## config.mk

```make
export PLATFORM = sky130hd
export DESIGN_NAME = eq_cmp_sched
export DESIGN_NICKNAME = d
export VERILOG_FILES = /design/src/rtl/eq_cmp_sched_pkg.sv /design/src/rtl/eq_cmp_sched_rr_arb2.sv /design/src/rtl/eq_cmp_sched.sv
export SDC_FILE = /design/constraint.sdc
export NUM_CORES = 1
export LEC_CHECK = 0
export ABC_AREA = 0
export CAP_MARGIN = 20
export CORE_MARGIN = 2
export CORE_UTILIZATION = 39
export CTS_CLUSTER_SIZE = 10
export DETAILED_ROUTE_END_ITERATION = 6
export GPL_TIMING_DRIVEN = 1
export PLACE_DENSITY = 0.74
export RECOVER_POWER = 100
export SLEW_MARGIN = 20
export SYNTH_ARGS = -nofsm -noshare
export SYNTH_HDL_FRONTEND = slang
export SYNTH_SLANG_ARGS = --single-unit
```

## constraint.sdc

```tcl
create_clock -name clk -period 1.9 [get_ports clk]
set_input_delay 0.285 -clock clk [delete_from_list [all_inputs] [get_ports clk]]
set_output_delay 0.285 -clock clk [all_outputs]
set_load 0.01 [all_outputs]
```

## src/rtl/eq_cmp_sched_pkg.sv

```systemverilog
// Shared types and constants for the eq_cmp_sched comparator scheduler.
package eq_cmp_sched_pkg;

    typedef enum logic [2:0] {
        ST_IDLE   = 3'd0,
        ST_LOAD_A = 3'd1,
        ST_LOAD_B = 3'd2,
        ST_SAMPLE = 3'd3,
        ST_RESP   = 3'd4
    } state_e;

    typedef logic id_t;

    localparam int MATCH_CNT_W = 8;

endpackage

```

## src/rtl/eq_cmp_sched_rr_arb2.sv

```systemverilog
// Two-way round-robin arbiter; priority flips to the loser whenever a grant is accepted.
module rr_arb2
    import eq_cmp_sched_pkg::*;
(
    input  logic       clk,
    input  logic       rst_n,
    input  logic [1:0] req_i,
    input  logic       accept_i,
    output logic       any_o,
    output id_t        win_o
);

    id_t prio_q;
    id_t prio_d;

    always_comb begin
        any_o = |req_i;
        if (req_i[0] && req_i[1]) begin
            win_o = prio_q;
        end else if (req_i[1]) begin
            win_o = 1'b1;
        end else begin
            win_o = 1'b0;
        end
    end

    always_comb begin
        prio_d = prio_q;
        if (accept_i && any_o) begin
            prio_d = ~win_o;
        end
    end

    always_ff @(posedge clk or negedge rst_n) begin
        if (!rst_n) begin
            prio_q <= 1'b0;
        end else begin
            prio_q <= prio_d;
        end
    end

endmodule

```

## src/rtl/eq_cmp_sched.sv

```systemverilog
// Round-robin scheduler sharing one external equality comparator between two requesters.
// Optional saturating match counter enabled by EQ_CMP_SCHED_MATCH_CNT_EN.
module eq_cmp_sched
    import eq_cmp_sched_pkg::*;
#(
    parameter int W = 4
) (
    input  logic                   clk,
    input  logic                   rst_n,
    input  logic                   req0_i,
    input  logic [W-1:0]           a0_i,
    input  logic [W-1:0]           b0_i,
    output logic                   gnt0_o,
    input  logic                   req1_i,
    input  logic [W-1:0]           a1_i,
    input  logic [W-1:0]           b1_i,
    output logic                   gnt1_o,
    output logic [W-1:0]           cmp_in_o,
    output logic                   cmp_push1_o,
    output logic                   cmp_push2_o,
    input  logic                   cmp_eq_i,
    output logic                   rsp_valid_o,
    output logic                   rsp_id_o,
    output logic                   rsp_eq_o,
    input  logic                   rsp_ready_i,
`ifdef EQ_CMP_SCHED_MATCH_CNT_EN
    output logic [MATCH_CNT_W-1:0] match_cnt_o,
`endif
    output logic                   busy_o
);

    state_e         state_q, state_d;
    id_t            id_q, id_d;
    logic [W-1:0]   a_q, a_d;
    logic [W-1:0]   b_q, b_d;
    logic           eq_q, eq_d;

    logic           arb_any;
    id_t            arb_win;
    logic           accept;

    assign accept = (state_q == ST_IDLE) && arb_any;

    rr_arb2 u_arb (
        .clk      (clk),
        .rst_n    (rst_n),
        .req_i    ({req1_i, req0_i}),
        .accept_i (accept),
        .any_o    (arb_any),
        .win_o    (arb_win)
    );

    always_comb begin
        state_d = state_q;
        id_d    = id_q;
        a_d     = a_q;
        b_d     = b_q;
        eq_d    = eq_q;
        case (state_q)
            ST_IDLE: begin
                if (arb_any) begin
                    state_d = ST_LOAD_A;
                    id_d    = arb_win;
                    a_d     = arb_win ? a1_i : a0_i;
                    b_d     = arb_win ? b1_i : b0_i;
                end
            end
            ST_LOAD_A: state_d = ST_LOAD_B;
            ST_LOAD_B: state_d = ST_SAMPLE;
            ST_SAMPLE: begin
                eq_d    = cmp_eq_i;
                state_d = ST_RESP;
            end
            ST_RESP: begin
                if (rsp_ready_i) begin
                    state_d = ST_IDLE;
                end
            end
            default: state_d = ST_IDLE;
        endcase
    end

    always_ff @(posedge clk or negedge rst_n) begin
        if (!rst_n) begin
            state_q <= ST_IDLE;
            id_q    <= 1'b0;
            a_q     <= '0;
            b_q     <= '0;
            eq_q    <= 1'b0;
        end else begin
            state_q <= state_d;
            id_q    <= id_d;
            a_q     <= a_d;
            b_q     <= b_d;
            eq_q    <= eq_d;
        end
    end

    // Moore outputs: everything decodes from registered state and latched operands.
    always_comb begin
        gnt0_o      = 1'b0;
        gnt1_o      = 1'b0;
        cmp_in_o    = a_q;
        cmp_push1_o = 1'b0;
        cmp_push2_o = 1'b0;
        rsp_valid_o = 1'b0;
        rsp_id_o    = id_q;
        rsp_eq_o    = eq_q;
        busy_o      = (state_q != ST_IDLE);
        case (state_q)
            ST_LOAD_A: begin
                cmp_push1_o = 1'b1;
                gnt0_o      = (id_q == 1'b0);
                gnt1_o      = (id_q == 1'b1);
            end
            ST_LOAD_B: begin
                cmp_in_o    = b_q;
                cmp_push2_o = 1'b1;
            end
            ST_RESP:   rsp_valid_o = 1'b1;
            default:   ;
        endcase
    end

`ifdef EQ_CMP_SCHED_MATCH_CNT_EN
    logic [MATCH_CNT_W-1:0] match_cnt_q, match_cnt_d;

    function automatic logic [MATCH_CNT_W-1:0] sat_inc(input logic [MATCH_CNT_W-1:0] v);
        if (&v) begin
            return v;
        end
        return v + 1'b1;
    endfunction

    always_comb begin
        match_cnt_d = match_cnt_q;
        if ((state_q == ST_RESP) && rsp_ready_i && eq_q) begin
            match_cnt_d = sat_inc(match_cnt_q);
        end
    end

    always_ff @(posedge clk or negedge rst_n) begin
        if (!rst_n) begin
            match_cnt_q <= '0;
        end else begin
            match_cnt_q <= match_cnt_d;
        end
    end

    assign match_cnt_o = match_cnt_q;
`endif

endmodule

```

==> out/metrics.cfg <==
[status]
status=finished clean

[power_and_ir_drop]
netSwitchingFraction_pct=36.5
ir_drop_v=0.000808
powerDensity_nw_per_um2=1580
pwr-share-comb_pct=58.3
power_frac_clock_pct=11.8
switching_power_mw=0.671
sequentialPowerShare_pct=29.9
p_int_mw=1.17
p_leak_nw=0.556

[sta]
fin_skew_ns=0.00322
timing.final.crit_share_pct=98.4
rsz0062_at_grt=true
whs_ns=0.455
worstMarginPinSlew_ns=0.625
maxSlewViolCount=0
hold_viol_final=0
relSlewSlack_pct=58.2
finalWorstSetupSlack_ns=0.0298
fin_crit_ns=1.87
fmax_mhz=535
setup_viol=0

[run]
cap_violations=0

[worst_setup_path]
critPathLaunchType=flip-flop
path_buf_inv=3
worst_setup_path_end_kind=primary output
r2r-start=state_q[1]$_DFFE_PN0P_
critPathTopFamily=flip-flops
critPathKind=flip-flop to primary output
crit_path_start=state_q[2]$_DFFE_PN0P_
arrival_ns=1.59
cp_data_required_time_ns=1.62
worst_path_largest_cell_delay_ns=0.43
crit_chain=nor3b_2 -> buf_4 -> buf_6 -> mux2_4 -> buf_6
path_max_fanout=5
crit_top_cell=buf_6
cp_slowest_cell=dfrtp_1

[placed_design]
gpl.final_weighted_congestion=0.783
place_inst=130
dpl.hpwl_mm=1.33
dpl_cell_area_um2=1120
portBuffers=33
pre_cts_slack_ns=0.0283

[grt]
grt_pass1_wl_mm=2.81
grt_start_max_net_pins=15
grt.total_usage_pct=18.4
grt_pass1_vias=637
antenna_found_initial=0
grt_overflow=0

[cells_and_area]
areaGrowthSynthToFinish_pct=63.3
n_antenna_cell=0
drive_gt1_share_pct=27.0
instances_no_fill=136
fin_area_um2=1160
fin_nets=134

[floorplanning]
die_h_um=46.8
initial_core_util_pct=41.3
fp.dieW_um=46.8
die-area_um2=2190
num_rows=15
ioPinCount=34
core_area_um2=1730

[drt]
drt_pass1_iterations=3
vias_per_cell=4.89
antenna_left=0
drt_iter0_markers=10
wl_per_cell_um=13.6
post-route-drc-count=0
vias=665
finalWirelength_mm=1.85

[yosys]
ys_types=21
syn_nets=89
ys_seq_area_share_pct=49.1
syn_avg_cell_area_um2=10.6
syn_area_um2=713
ys_warn_count=0
syn_inst=67
synth_seq_cells=14

[worst_hold_path]
hold_class=input port to asynchronous set/reset pin

[clock_network]
cts_buffers=3
cts_root_buffer=clkbuf_4
clkTransAtPathRegs_ns=0.09
cts_htree_levels=1
cts_sinks=14
cts_tree=built
clk_latency_ns=0.28
cts_buffer_depth=2

==> per-stage QoR <==
step	utilization [%]	setup TNS [ns]	power, mW
floorplan	-	0	1.10
global placement	64.6	0	1.60
detailed placement	64.6	0	1.63
CTS	67.8	-0.000528	1.86
global route	67.5	-0.0326	1.97
finish	67.5	0	1.84
==> power groups by stage <==
stage	clock (mW)	combinational, mW	sequential [mW]
final	0.217	1.07	0.551
after detailed placement	0	1.08	0.552
after global placement	0	1.05	0.546
after global routing	0.235	1.17	0.567
after floorplan	0	0.544	0.552
after CTS	0.223	1.10	0.545
==> area by class of cell <==
| cell class | instances | area [um^2] |
|---|---|---|
| clock buffer | 4 | 36.3 |
| fill | 146 | 562 |
| inverter | 2 | 7.51 |
| multi-input combinational | 48 | 352 |
| sequential | 14 | 350 |
| tap | 25 | 31.3 |
| timing repair buffer | 43 | 388 |
==> cells by family after synthesis <==
kind of cell / share of synthesized area (%)
flip-flops: 49.1
buffers and inverters: 3.68
multiplexers: 7.89
AO/OA/AOI/OAI: 15.6
AND/OR/NAND/NOR: 23.7
==> cell usage in the layout, fill, tap and decap left out, types with 2 or more instances in the layout <==
master            n
clkdlybuf4s50_1  22
dfrtp_1          14
nand2_1          10
nor3_1           10
a221o_1           8
buf_4             7
mux2_2            4
dlygate4sd2_1     4
clkbuf_4          3
nor3b_2           2
nor2b_1           2
a21o_2            2
buf_2             2
buf_6             2
dlymetal6s2s_1    2
clkbuf_1          2
==> repair_timing <==
item | 4_1_cts | 5_1_grt
pin swaps | 0 | 1
hold buffers | 0 | 0
resized for setup | 20 | 6
setup buffers | 2 | 0
setup endpoints to repair | 9 | 6
==> synthesized netlist by cell type, drive strengths merged <==
master	n	area [um^2]
dfrtp	14	350
nor3	11	60.1
nand2	10	37.5
a221o	8	80.1
mux2	5	56.3
nor3b	3	27.5
a21o	2	17.5
clkbuf	2	7.51
inv	2	7.50
nor2b	2	12.5
o21ai	2	13.8
and2	1	6.26
and3	1	7.51
buf	1	11.3
nand3b	1	7.51
nor2	1	3.75
or2	1	6.26
==> registers in the layout, summed over array words and instances (netlist names) <==
register,count
rsp_id_o,1
u_arb.prio_q,1
a_q,4
b_q,4
state_q,3
rsp_eq_o,1
==> per-layer routing <==
layer	routed length (um)	global-route usage (%)	part of all wire [%]	vias up
met1	783	22.3	42	310
met5	0	0	0	-
met3	95	3.08	5.1	0
li1	-	-	-	334
met2	970	32.6	52	21
met4	0	6.67	0	0
==> path summary, 6_finish.rpt <==
path                                           to  slack (ns)  depth (start not counted)
min in group clk             rsp_eq_o$_DFFE_PN0N_        0.52                          1
hold / removal             state_q[0]$_DFFE_PN0P_        0.45                          1
hold reg to reg              rsp_eq_o$_DFFE_PN0N_        0.52                          1
setup / recovery                      cmp_in_o[2]        0.03                          5
setup reg to reg               b_q[2]$_DFFE_PN0P_        0.38                          4
max in group asynchronous      b_q[1]$_DFFE_PN0P_        1.04                          1
Note: power is estimated with default switching activity, not from simulation.
